**src/rtl/fetch_predict.sv**
```systemverilog
// Instruction fetch stage: PC register, instruction ROM interface and a
// direct-mapped 2-bit BHT + BTB next-PC predictor trained from execute.
module fetch_predict #(
    parameter int IDX_W = 4
) (
    input  logic        CLK,
    input  logic        RST,
    output logic [12:0] imem_addr,
    input  logic [31:0] imem_rdata,
    output logic [12:0] pcC,
    output logic [31:0] instC,
    output logic [1:0]  stateC,
    input  logic        stall,
    input  logic        fail_predict,
    input  logic [12:0] redirect_pc,
    input  logic        upd_en,
    input  logic [12:0] upd_pc,
    input  logic        upd_taken,
    input  logic [12:0] upd_target,
    input  logic [1:0]  upd_state
);

    localparam int ENTRIES = 1 << IDX_W;
    localparam int TAG_W   = 11 - IDX_W;

    function automatic logic [1:0] sat_step(input logic [1:0] st, input logic up);
        logic [1:0] res;
        if (up) begin
            res = (st == 2'b11) ? 2'b11 : st + 2'b01;
        end else begin
            res = (st == 2'b00) ? 2'b00 : st - 2'b01;
        end
        return res;
    endfunction

    logic [12:0]      r_pc;
    logic [1:0]       r_bht        [ENTRIES];
    logic [ENTRIES-1:0] r_btb_valid;
    logic [TAG_W-1:0] r_btb_tag    [ENTRIES];
    logic [10:0]      r_btb_target [ENTRIES];

    logic [IDX_W-1:0] w_idx;
    logic [TAG_W-1:0] w_tag;
    logic             w_hit;
    logic             w_pred_taken;
    logic [12:0]      w_pc_next;
    logic [IDX_W-1:0] w_upd_idx;
    logic [TAG_W-1:0] w_upd_tag;
    logic [1:0]       w_bht_new;
    logic             w_unused_ok;

    assign w_idx        = r_pc[IDX_W+1:2];
    assign w_tag        = r_pc[12:IDX_W+2];
    assign w_hit        = r_btb_valid[w_idx] && (r_btb_tag[w_idx] == w_tag);
    assign w_pred_taken = w_hit && r_bht[w_idx][1];
    assign w_upd_idx    = upd_pc[IDX_W+1:2];
    assign w_upd_tag    = upd_pc[12:IDX_W+2];
    assign w_bht_new    = sat_step(upd_state, upd_taken);
    // Byte-offset bits of the incoming addresses are architecturally ignored.
    assign w_unused_ok  = ^{redirect_pc[1:0], upd_target[1:0], upd_pc[1:0]};

    assign imem_addr = r_pc;
    assign pcC       = r_pc;
    assign instC     = imem_rdata;
    assign stateC    = r_bht[w_idx];

    // Next-PC selection: redirect beats stall, stall beats prediction.
    always_comb begin
        w_pc_next = r_pc + 13'd4;
        if (fail_predict) begin
            w_pc_next = {redirect_pc[12:2], 2'b00};
        end else if (stall) begin
            w_pc_next = r_pc;
        end else if (w_pred_taken) begin
            w_pc_next = {r_btb_target[w_idx], 2'b00};
        end else begin
            w_pc_next = r_pc + 13'd4;
        end
    end

    // PC register.
    always_ff @(posedge CLK or posedge RST) begin
        if (RST) begin
            r_pc <= 13'd0;
        end else begin
            r_pc <= w_pc_next;
        end
    end

    // Counters and valid bits; the counter is rewritten from the carried state.
    always_ff @(posedge CLK or posedge RST) begin
        if (RST) begin
            for (int i = 0; i < ENTRIES; i++) begin
                r_bht[i] <= 2'b01;
            end
            r_btb_valid <= '0;
        end else if (upd_en) begin
            r_bht[w_upd_idx] <= w_bht_new;
            if (upd_taken) begin
                r_btb_valid[w_upd_idx] <= 1'b1;
            end
        end
    end

    // Tag and target payload, qualified by the valid bits so no reset needed.
    always_ff @(posedge CLK) begin
        if (upd_en && upd_taken) begin
            r_btb_tag[w_upd_idx]    <= w_upd_tag;
            r_btb_target[w_upd_idx] <= upd_target[12:2];
        end
    end

endmodule

```
**config.mk**
```make
export PLATFORM = sky130hd
export DESIGN_NAME = fetch_predict
export DESIGN_NICKNAME = d
export VERILOG_FILES = /design/src/rtl/fetch_predict.sv
export SDC_FILE = /design/constraint.sdc
export NUM_CORES = 1
export LEC_CHECK = 0
export ABC_AREA = 1
export CORE_MARGIN = 8
export CORE_UTILIZATION = 49
export CTS_CLUSTER_DIAMETER = 40
export DETAILED_ROUTE_END_ITERATION = 8
export HOLD_SLACK_MARGIN = 0.03
export PLACE_DENSITY = 0.67
export REMOVE_ABC_BUFFERS = 1
export SLEW_MARGIN = 20
export SYNTH_ARGS = -nofsm -noshare
export SYNTH_HDL_FRONTEND = slang
export SYNTH_SLANG_ARGS = --single-unit
```
**constraint.sdc**
```tcl
create_clock -name CLK -period 2.9 [get_ports CLK]
set_input_delay 0.29 -clock CLK [delete_from_list [all_inputs] [get_ports CLK]]
set_output_delay 0.29 -clock CLK [all_outputs]
set_load 0.03 [all_outputs]
```
==> results_dict.tcl <==
set metrics [dict create \
    drive_gt1_share_pct 12.5 \
    drv_cap 0 \
    place_hpwl_um 23400 \
    cp-end-kind "register" \
    setup_slack_ns 0.324 \
    syn-mean-instance-area_sq_um 10.6 \
    h-tree-depth 2 \
    synth_top_family_by_area "simple AND/OR/NAND/NOR gates" \
    reg2reg_slack_ns 0.32 \
    synth_flop_cell "edfxtp_1" \
    grt_max_degree 77 \
    worstSetupPathType "reg -> reg" \
    place_inst 1840 \
    slew_headroom_pct 58.4 \
    dieArea_sq_um 36800 \
    drt-initial-drc-count 1090 \
    max_freq_ghz 0.388 \
    synth_compound_area_share_pct 8.19 \
    clock-root-buffer "clkbuf_16" \
    postCtsSetupBuffers 0 \
    layout.cells.non_filler 1918 \
    antenna_found_initial 0 \
    postCtsHoldBufs 0 \
    yosys-mux-area-fraction_pct 0 \
    port_buffers 64 \
    drc 0 \
    setup_violations 0 \
    synthArstFlopShare_pct 17.0 \
    final_hold_viol_count 0 \
    routedWlPerCell_um 20.6 \
    numClockSinks 347 \
    leakage_uw 0.00680 \
    gp_congestion 0.844 \
    tightestPinTransition_ns 0.622 \
    crit_path_max_fanout 28 \
    synth_warnings 0 \
    place_ws_ns 0.334 \
    initial_utilization_pct 49.7 \
    cts_buffers 43 \
    totalPowerFinal_uw 13000 \
    worstSkewPairLatency_ns 0.53 \
    synth_cell_type_count 30 \
    syn_area_sq_um 15200 \
    status "completed" \
    cp-start-kind "register" \
    synthXorXnorAreaFrac_pct 0.520 \
    final_util_pct 58.0 \
    synth_top_area_cell "edfxtp_1" \
    finalCritPeriodShare_pct 88.8 \
    ys_ff_latch 347 \
    core_area_sq_um 30500 \
    ir_drop_v 0.000401 \
    ioPinCount 139 \
    rsz0062_at_grt "no" \
    clk_pin_slew_ns 0.06 \
    r2r_start "imem_addr[3]$_DFFE_PP0P_" \
    ys_seq_area_share_pct 66.9 \
    grt_pass1_wl_um 59600 \
    num_vias 10600 \
    cts_tree "yes" \
    rows 64 \
    vias_per_cell 5.54 \
    worstPathArrival_ns 2.99 \
    grt_pass1_vias 10300 \
    fin_nets 1569 \
    synth_cells 1435 \
    min_period_ns 2.58 \
    worstReg2RegEnd "imem_addr[4]$_DFFE_PP0P_" \
    powerDensity_nw_per_um2 738 \
    synth_adder_area_share_pct 0.0825 \
    insertedDiodeCount 0 \
    die_x_um 192 \
    synth-edff-count 288 \
    cts_resized 0 \
    grtUsageTotal_pct 21.3 \
    clockBufferDepth 3 \
    grt-ovfl-total 0 \
    synth-simple-area-share_pct 16.6 \
    hold_path.class "in -> async" \
    crit_required_ns 3.32 \
    area_delta_synth_final_pct 16.6 \
    firstDrtPassIters 5 \
    rr_worst_depth 17 \
    synth.top_cell.area_share_pct 57.0 \
    antenna_left 0 \
    wl_um 39500 \
    clock-skew-final_ns 0.0145 \
    die_h_um 192 \
    synthTopCellsByArea "edfxtp_1 57%, nand2_1 7.5%, dfrtp_1 7.1%" \
    maxSlewViolCount 0 \
    hold_slack_ns 0.0889 \
]
==> synth_stat cells (all sizes together) (16+ instances only) <==
cell    instances
o21ai         160
dfrtp          43
clkbuf         40
nand3         115
buf            78
nor2          165
o22ai          30
nand2         303
inv           116
edfxtp        288
dfstp          16
==> layout by cell type (no fill, tap or decap), types with 5 or more instances in the layout <==
master / count
nor3_2: 10
or2_2: 14
clkbuf_16: 45
o21ai_1: 13
inv_6: 5
edfxtp_1: 288
clkdlybuf4s50_1: 62
buf_12: 9
nand2_1: 302
xor2_1: 8
inv_2: 5
buf_4: 53
o221ai_1: 14
dfrtp_1: 41
o22ai_1: 30
clkinv_1: 11
nor2_1: 156
nor2_2: 7
o211ai_1: 5
inv_1: 110
dfstp_2: 16
a21oi_1: 14
nand3_1: 115
clkinv_2: 6
o21ai_0: 147
==> cells by family after synthesis <==
group / Yosys count
xor gates and xnor gates: 9
other: 1
buffers and inverters: 240
DFF: 347
AOI/OAI and AO/OA: 226
and+or+nand+nor: 611
adders and majority gates: 1
==> metrics by stage <==
step                area [sq um]  TNS, ns
global route               17700        0
detailed placement         16200        0
floorplan                  14500   -52.29
global placement           16200        0
CTS                        17700        0
finish                     17700        0
==> layout make-up <==
| type | instances | area [sq um] |
|---|---|---|
| well taps | 396 | 495 |
| repair buffers | 124 | 1200 |
| clock inverters | 30 | 305 |
| inverters | 122 | 460 |
| fillers | 2479 | 12800 |
| clock buffers | 48 | 1150 |
| flip-flops and latches | 347 | 10100 |
| multi-input cells | 851 | 3930 |
==> power by group <==
group	internal [uW]	switching, uW
Combinational	670	1250
Clock	3250	2110
Sequential	5660	114
Total	9580	3470
==> routing by layer <==
layer,vias up,GRT usage (%),routed length [um]
li1,4941,-,-
met1,5131,29.7,16900
met2,478,32.9,18000
met3,73,4.59,3510
met4,0,7.08,1030
met5,-,0.412,0
==> worst max-delay path: stages, from the launching register on <==
cell      delay (ns)
dfrtp_2         0.43
inv_2           0.29
buf_4           0.43
nand3_1         0.13
nand2_1         0.09
nand2_1         0.05
nand2_1         0.07
clkinv_1        0.09
nand3_1         0.09
nand2_1         0.06
inv_1           0.05
nand2_1         0.07
nor2_4          0.10
nand2_2         0.19
nand2_1         0.11
nand3_1         0.07
nand2_1         0.08
nand2_1         0.05
==> worst max-delay path by stage <==
stage                             start                        to  slack [ns]  depth (start not counted)
2_1_floorplan  imem_addr[2]$_DFFE_PP0P_  imem_addr[4]$_DFFE_PP0P_       -4.08                         17
3_3_place_gp   imem_addr[4]$_DFFE_PP0P_  imem_addr[4]$_DFFE_PP0P_        0.35                         14
3_5_place_dp   imem_addr[4]$_DFFE_PP0P_  imem_addr[4]$_DFFE_PP0P_        0.33                         14
4_1_cts        imem_addr[4]$_DFFE_PP0P_  imem_addr[4]$_DFFE_PP0P_        0.31                         14
5_1_grt        imem_addr[2]$_DFFE_PP0P_  imem_addr[7]$_DFFE_PP0P_        0.12                         17
6_report       imem_addr[3]$_DFFE_PP0P_  imem_addr[4]$_DFFE_PP0P_        0.32                         17
==> state kept, by name (all words and copies together), names as in the netlist <==
name / count
r_btb_valid: 16
r_btb_target: 176
imem_addr: 11
r_btb_tag: 112
r_bht: 32
No activity file was read; power rests on OpenSTA's default activity.
